--- config.mk ---
export PLATFORM = sky130hd
export DESIGN_NAME = systolic_seq_ctrl
export DESIGN_NICKNAME = d
export VERILOG_FILES = /design/src/rtl/systolic_pkg.sv /design/src/rtl/systolic_seq_ctrl_skew_line.sv /design/src/rtl/systolic_seq_ctrl.sv
export SDC_FILE = /design/constraint.sdc
export NUM_CORES = 1
export LEC_CHECK = 0
export ABC_AREA = 1
export CORE_UTILIZATION = 45
export CTS_CLUSTER_SIZE = 12
export DETAILED_ROUTE_END_ITERATION = 12
export HOLD_SLACK_MARGIN = 0.03
export PLACE_DENSITY_LB_ADDON = 0.25
export SLEW_MARGIN = 20
export SYNTH_ARGS = -nofsm -noshare
export SYNTH_HDL_FRONTEND = slang
export SYNTH_SLANG_ARGS = --single-unit
--- constraint.sdc ---
create_clock -name clk -period 2.1 [get_ports clk]
set_clock_uncertainty 0.15 [all_clocks]
set_input_delay 0.42 -clock clk [delete_from_list [all_inputs] [get_ports clk]]
set_output_delay 0.42 -clock clk [all_outputs]
set_load 0.005 [all_outputs]
--- src/rtl/systolic_pkg.sv ---
// Shared definitions for the systolic tile sequencer.
//   state_t       : sequencer state encoding (IDLE, CLEAR, FEED, DRAIN, DONE)
//   drain_cycles  : wavefront drain length for a DIM x DIM tile (2*DIM-1)
//   lane_lsb      : LSB index of a lane inside a packed DATA_WIDTH*DIM bus
package systolic_pkg;

   typedef enum logic [2:0] {
      IDLE  = 3'd0,
      CLEAR = 3'd1,
      FEED  = 3'd2,
      DRAIN = 3'd3,
      DONE  = 3'd4
   } state_t;

   function automatic int drain_cycles(input int dim);
      return 2 * dim - 1;
   endfunction

   function automatic int lane_lsb(input int lane, input int width);
      return lane * width;
   endfunction

endpackage

--- src/rtl/systolic_seq_ctrl_skew_line.sv ---
// One skew lane: delays a data word and its valid bit by DEPTH clocks and
// forces the output to zero whenever the delayed valid bit is low.
//   clk, rst_n : clock, asynchronous active-low reset (clears the pipeline)
//   din, vin   : incoming operand word and its valid bit
//   dout       : delayed word, zero when not valid
// DEPTH = 0 is a combinational pass-through (still masked by vin).
module skew_line #(
   parameter int DATA_WIDTH = 8,
   parameter int DEPTH      = 0
) (
   input  logic                  clk,
   input  logic                  rst_n,
   input  logic [DATA_WIDTH-1:0] din,
   input  logic                  vin,
   output logic [DATA_WIDTH-1:0] dout
);

   if (DEPTH == 0) begin : g_pass
      logic unused_clk_rst;
      assign unused_clk_rst = clk ^ rst_n;
      assign dout = vin ? din : '0;
   end else begin : g_delay
      logic [DEPTH-1:0][DATA_WIDTH-1:0] d_sr;
      logic [DEPTH-1:0]                 v_sr;

      always_ff @(posedge clk or negedge rst_n) begin
         if (!rst_n) begin
            d_sr <= '0;
            v_sr <= '0;
         end else begin
            d_sr[0] <= din;
            v_sr[0] <= vin;
            for (int i = 1; i < DEPTH; i++) begin
               d_sr[i] <= d_sr[i-1];
               v_sr[i] <= v_sr[i-1];
            end
         end
      end

      assign dout = v_sr[DEPTH-1] ? d_sr[DEPTH-1] : '0;
   end

endmodule

--- src/rtl/systolic_seq_ctrl.sv ---
// Sequencer for one DIM x DIM output-stationary systolic tile.
// Reads k_len operand vectors from the A/B buffers, skews lane j by j cycles,
// waits for the wavefront to drain and pulses done.
//   clk, rst_n          : clock, asynchronous active-low reset
//   start, k_len        : tile request and reduction length
//   busy, done, acc_clr : status and accumulator clear pulse
//   a_rd_*, b_rd_*      : operand buffer read ports (1-cycle read latency)
//   arr_i_1, arr_i_2    : skewed operand buses to the array (A down, B right)
// Optional (macro SYSTOLIC_PERF_CNT_EN): perf_cycles (saturating busy-cycle
// count) and perf_tiles (wrapping completed-tile count).
//
// state | meaning
// IDLE  | waiting for start
// CLEAR | one-cycle accumulator clear
// FEED  | k_reg buffer reads, addresses 0..k_reg-1
// DRAIN | 2*DIM-1 cycles for the last product to reach PE[DIM-1][DIM-1]
// DONE  | one-cycle done pulse
module systolic_seq_ctrl
   import systolic_pkg::*;
#(
   parameter int DATA_WIDTH = 8,
   parameter int DIM        = 8,
   parameter int K_WIDTH    = 8,
   parameter int ADDR_WIDTH = 8
) (
   input  logic                      clk,
   input  logic                      rst_n,
   input  logic                      start,
   input  logic [K_WIDTH-1:0]        k_len,
   output logic                      busy,
   output logic                      done,
   output logic                      acc_clr,
   output logic                      a_rd_en,
   output logic [ADDR_WIDTH-1:0]     a_rd_addr,
   input  logic [DATA_WIDTH*DIM-1:0] a_rd_data,
   output logic                      b_rd_en,
   output logic [ADDR_WIDTH-1:0]     b_rd_addr,
   input  logic [DATA_WIDTH*DIM-1:0] b_rd_data,
   output logic [DATA_WIDTH*DIM-1:0] arr_i_1,
   output logic [DATA_WIDTH*DIM-1:0] arr_i_2
`ifdef SYSTOLIC_PERF_CNT_EN
   ,
   output logic [31:0]               perf_cycles,
   output logic [15:0]               perf_tiles
`endif
);

   localparam int DRN_W = (DIM > 1) ? $clog2(2 * DIM) : 1;
   localparam logic [DRN_W-1:0] DRN_LOAD = DRN_W'(drain_cycles(DIM) - 1);

   state_t                state, state_nxt;
   logic [K_WIDTH-1:0]    k_reg;
   logic [ADDR_WIDTH-1:0] addr;
   logic [DRN_W-1:0]      drn_cnt;
   logic                  rd_valid;
   logic                  feed_last;
   logic                  drain_last;

   assign feed_last  = (state == FEED) &&
                       (addr == ADDR_WIDTH'(k_reg) - ADDR_WIDTH'(1));
   assign drain_last = (state == DRAIN) && (drn_cnt == '0);

   always_ff @(posedge clk or negedge rst_n) begin
      if (!rst_n) state <= IDLE;
      else        state <= state_nxt;
   end

   always_comb begin
      state_nxt = state;
      unique case (state)
         IDLE:    if (start) state_nxt = (k_len == '0) ? DONE : CLEAR;
         CLEAR:   state_nxt = FEED;
         FEED:    if (feed_last) state_nxt = DRAIN;
         DRAIN:   if (drain_last) state_nxt = DONE;
         DONE:    state_nxt = IDLE;
         default: state_nxt = IDLE;
      endcase
   end

   always_comb begin
      busy      = (state != IDLE);
      done      = (state == DONE);
      acc_clr   = (state == CLEAR);
      a_rd_en   = (state == FEED);
      b_rd_en   = (state == FEED);
      a_rd_addr = addr;
      b_rd_addr = addr;
   end

   // addr is held at zero outside FEED so the address buses idle low.
   // drn_cnt is a down-counter loaded during FEED; DRAIN ends at zero.
   always_ff @(posedge clk or negedge rst_n) begin
      if (!rst_n) begin
         k_reg    <= '0;
         addr     <= '0;
         drn_cnt  <= '0;
         rd_valid <= 1'b0;
      end else begin
         if (state == IDLE && start) k_reg <= k_len;
         if (state == FEED && !feed_last) addr <= addr + ADDR_WIDTH'(1);
         else                             addr <= '0;
         if (state == FEED)       drn_cnt <= DRN_LOAD;
         else if (state == DRAIN) drn_cnt <= drn_cnt - DRN_W'(1);
         else                     drn_cnt <= '0;
         rd_valid <= (state == FEED);
      end
   end

   for (genvar j = 0; j < DIM; j++) begin : g_lane
      skew_line #(.DATA_WIDTH(DATA_WIDTH), .DEPTH(j)) u_skew_a (
         .clk   (clk),
         .rst_n (rst_n),
         .din   (a_rd_data[lane_lsb(j, DATA_WIDTH) +: DATA_WIDTH]),
         .vin   (rd_valid),
         .dout  (arr_i_1[lane_lsb(j, DATA_WIDTH) +: DATA_WIDTH])
      );
      skew_line #(.DATA_WIDTH(DATA_WIDTH), .DEPTH(j)) u_skew_b (
         .clk   (clk),
         .rst_n (rst_n),
         .din   (b_rd_data[lane_lsb(j, DATA_WIDTH) +: DATA_WIDTH]),
         .vin   (rd_valid),
         .dout  (arr_i_2[lane_lsb(j, DATA_WIDTH) +: DATA_WIDTH])
      );
   end

`ifdef SYSTOLIC_PERF_CNT_EN
   always_ff @(posedge clk or negedge rst_n) begin
      if (!rst_n) begin
         perf_cycles <= '0;
         perf_tiles  <= '0;
      end else begin
         if (busy && perf_cycles != '1) perf_cycles <= perf_cycles + 32'd1;
         if (done) perf_tiles <= perf_tiles + 16'd1;
      end
   end
`endif

endmodule

==> flow_metrics.py <==
metrics = {
    "layout": {
        "fillers": 2157,
        "n_antenna_cell": 0,
        "post-route-cell-area_sq_um": 19000,
        "nets": 1453,
        "drive_gt1_share_pct": 18.3,
        "top_regs": "g_lane.u_skew_a.g_delay.d_sr: 224 flops, g_lane.u_skew_b.g_delay.d_sr: 224 flops",
        "multi_input_area_sq_um": 1190,
        "seqCellArea_sq_um": 12000,
        "syn_to_final_growth_pct": 37.0,
        "fin_util_pct": 63.4,
    },
    "power_and_ir_drop": {
        "p_leak_nw": 9.90,
        "swShare_pct": 25.4,
        "ir_worst_vdd_mv": 0.690,
        "seq_power_share_pct": 45.8,
        "p_clk_share_pct": 33.6,
        "power_density_nw_per_um2": 1180,
        "p_switching_mw": 5.71,
        "p_int_mw": 16.7,
        "pwr-share-comb_pct": 20.6,
    },
    "synthesis": {
        "syn_avg_cell_area_sq_um": 15.1,
        "synth_cell_types": 26,
        "yosysSeqAreaShare_pct": 86.5,
        "synth.area.top_cells": "dfrtp_1, nand2_1, inv_1",
        "yosys.area_share.xor_xnor_pct": 0.505,
        "syn_inst": 919,
        "ys_ff_latch": 479,
        "synth_fp_nets": 1062,
        "synthSimpleGateAreaFrac_pct": 6.49,
        "synth_top_cell_by_area": "dfrtp_1",
        "synth_area_sq_um": 13900,
        "synth_top_family_by_area": "simple AND/OR/NAND/NOR gates",
        "synthAdderAreaFrac_pct": 0.361,
        "synth-compound-area-share_pct": 0.767,
        "yosysWarnings": 0,
        "synth_top_area_share_pct": 86.5,
        "synthMuxAreaShare_pct": 0,
    },
    "clock_network": {
        "clock_sinks": 479,
        "h-tree-depth": 2,
        "cts_tree": "yes",
        "clock_latency_ns": 0.53,
        "cts.clk_slew.worst_paths_ns": 0.06,
        "cts_made_buffers": 48,
        "cts_root_buffer": "clkbuf_16",
        "clockBufferDepth": 3,
    },
    "worst_setup_path": {
        "critical_path.max_fanout": 7,
        "start_kind": "register",
        "worst-setup-path-type": "reg -> out",
        "max_stage_delay_ns": 0.42,
        "critPathArrivalTime_ns": 1.60,
        "crit_slowest_cell": "dfrtp_2",
        "crit_chain": "buf_6 -> clkbuf_16 -> nand2_2 -> inv_1 -> dlygate4sd2_1",
        "startpoint": "g_lane[7].u_skew_b.g_delay.v_sr[5]",
        "crit_path_end_kind": "output pin",
        "critPathRequiredTime_ns": 1.53,
        "worstReg2RegStart": "k_reg[1]",
    },
    "outcome": {
        "status": "finished with violations",
        "violations": "negative setup slack",
    },
    "sta": {
        "setup_ws_ns": -0.0700,
        "slew_headroom_pct": 72.8,
        "drv_slew": 0,
        "max_freq_ghz": 0.461,
        "setup_viol": 5,
        "timing.final.crit_period_ns": 2.17,
        "layout_worst_path_cycle_share_pct": 103,
        "rsz0062_at_grt": "yes",
        "tightest_slew_ns": 0.407,
        "hold_slack_ns": 0.177,
        "finalHoldViolCount": 0,
    },
    "detailed_routing": {
        "postRouteAntennaNets": 0,
        "drt_first_pass_iters": 4,
        "avgViaCountPerCell": 4.33,
        "drc_errors": 0,
        "drt-total-wl_um": 24800,
        "wl_per_cell_um": 14.5,
        "first_iter_violations": 308,
        "vias": 7434,
    },
    "place": {
        "gp_congestion": 0.837,
        "place_area_sq_um": 17400,
        "dp_hpwl_um": 15300,
        "numPortBuffers": 287,
    },
    "floorplanning": {
        "rows": 63,
        "core_sq_um": 30000,
        "die_area_sq_um": 31500,
        "fp.dieW_um": 178,
        "start_util_pct": 46.3,
        "die_h_um": 178,
        "pin_count": 288,
    },
    "min_path": {
        "hp-class": "in -> reg",
        "min_from": "b_rd_data[19]",
    },
    "global_route": {
        "grt_usage_pct": 15.8,
        "grt_max_degree": 81,
        "antenna_found_initial": 0,
        "grt_pass1_wl_um": 38600,
        "globalRouteOverflowTotal": 0,
        "first_global_vias": 7942,
    },
    "job": {
        "drv_cap": 0,
    },
}
## cell usage in the layout (no fill, tap or decap), types with 12 or more instances in the layout
master           netlist  final
nand2_1              168    160
dlygate4sd2_1          0     63
clkbuf_2               0     51
nor2_1                20     16
inv_1                162    159
buf_4                  9     49
o21ai_0               12     12
buf_6                  0     16
clkdlybuf4s50_1        0    153
clkbuf_16              0     52
dfrtp_1              479    470
## what timing repair did
| item | CTS | global route |
|---|---|---|
| pin swaps | 2 | 4 |
| setup buffers | 31 | 19 |
| gates cloned | 2 | 3 |
| setup endpoints to repair | 142 | 51 |
| endpoints found under the hold margin | 105 | 0 |
| hold buffers | 1 | 0 |
| gates resized for setup | 223 | 100 |
## cells in the mapped netlist
master / number
inv_1: 162
buf_4: 9
nand3_2: 1
nor3_4: 1
a31oi_1: 1
o31ai_1: 1
nand2_1: 168
nor3b_2: 1
nand2_4: 1
o21ai_0: 12
nand4_1: 2
o21ai_1: 2
xnor2_1: 2
a21oi_1: 3
clkbuf_1: 17
nor2_1: 20
inv_2: 3
nor3_2: 1
nor3_1: 3
ha_1: 4
nor2_2: 6
nand3_1: 10
o211ai_1: 1
dfrtp_1: 479
xor2_1: 6
nand2_2: 3
## cell families after synthesis
family | Yosys count
buffers and inverters | 191
adders and majority gates | 4
and+or+nand+nor | 217
xor gates and xnor gates | 8
DFF | 479
AOI/OAI and AO/OA | 20
## metal layers
layer / GRT usage (%) / vias up / routed length (um)
met2: 27.2 / 233 / 12900
met5: 0 / - / 0
met1: 19.9 / 3716 / 9840
met4: 4.42 / 0 / 569
met3: 3.81 / 47 / 1580
li1: - / 3438 / -
## power by group through the flow
stage	clock [mW]	sequential, mW	combinational [mW]
floorplan	0	10.3	1.73
global placement	0	10.4	3.99
detailed placement	0	10.5	4.08
CTS	7.78	10.3	4.36
global route	8.20	10.4	5.14
finish	7.53	10.3	4.62
## path summary, 6_finish.rpt
kind                                                        to  slack, ns  cells past startpoint
max                                                arr_i_1[53]      -0.07                      5
min                         g_lane[2].u_skew_b.g_delay.d_sr[3]       0.18                      1
max reg2reg                                       a_rd_addr[1]       0.15                     11
min reg2reg                g_lane[5].u_skew_a.g_delay.d_sr[36]       0.19                      0
max in group asynchronous   g_lane[7].u_skew_b.g_delay.v_sr[0]       0.81                      3
min in group asynchronous   g_lane[5].u_skew_b.g_delay.d_sr[2]       0.23                      2
## worst max-delay path: cells and delay by family, from the launching register on
kind                   cells  cell delay [ns]
and+or+nand+nor            1             0.08
DFF                        1             0.42
buffers and inverters      4             0.58
## final cells by class
class | count | area share [%]
timing repair buffer | 366 | 17.5
sequential | 479 | 63.2
tap | 390 | 2.57
clock inverter | 5 | 0.336
multi-input combinational | 250 | 6.26
clock buffer | 60 | 6.94
inverter | 165 | 3.26
## metrics by stage
stage	instances	setup slack [ns]	setup TNS [ns]	total power, mW
global placement	1595	0.00629	0	14.4
floorplan	919	0.383	0	12.0
CTS	1694	-0.199	-1.19	22.4
finish	1715	-0.0700	-0.241	22.4
detailed placement	1595	-0.00249	-0.00249	14.5
global route	1715	-0.145	-0.700	23.7
Note: power is estimated with default switching activity, not from simulation.
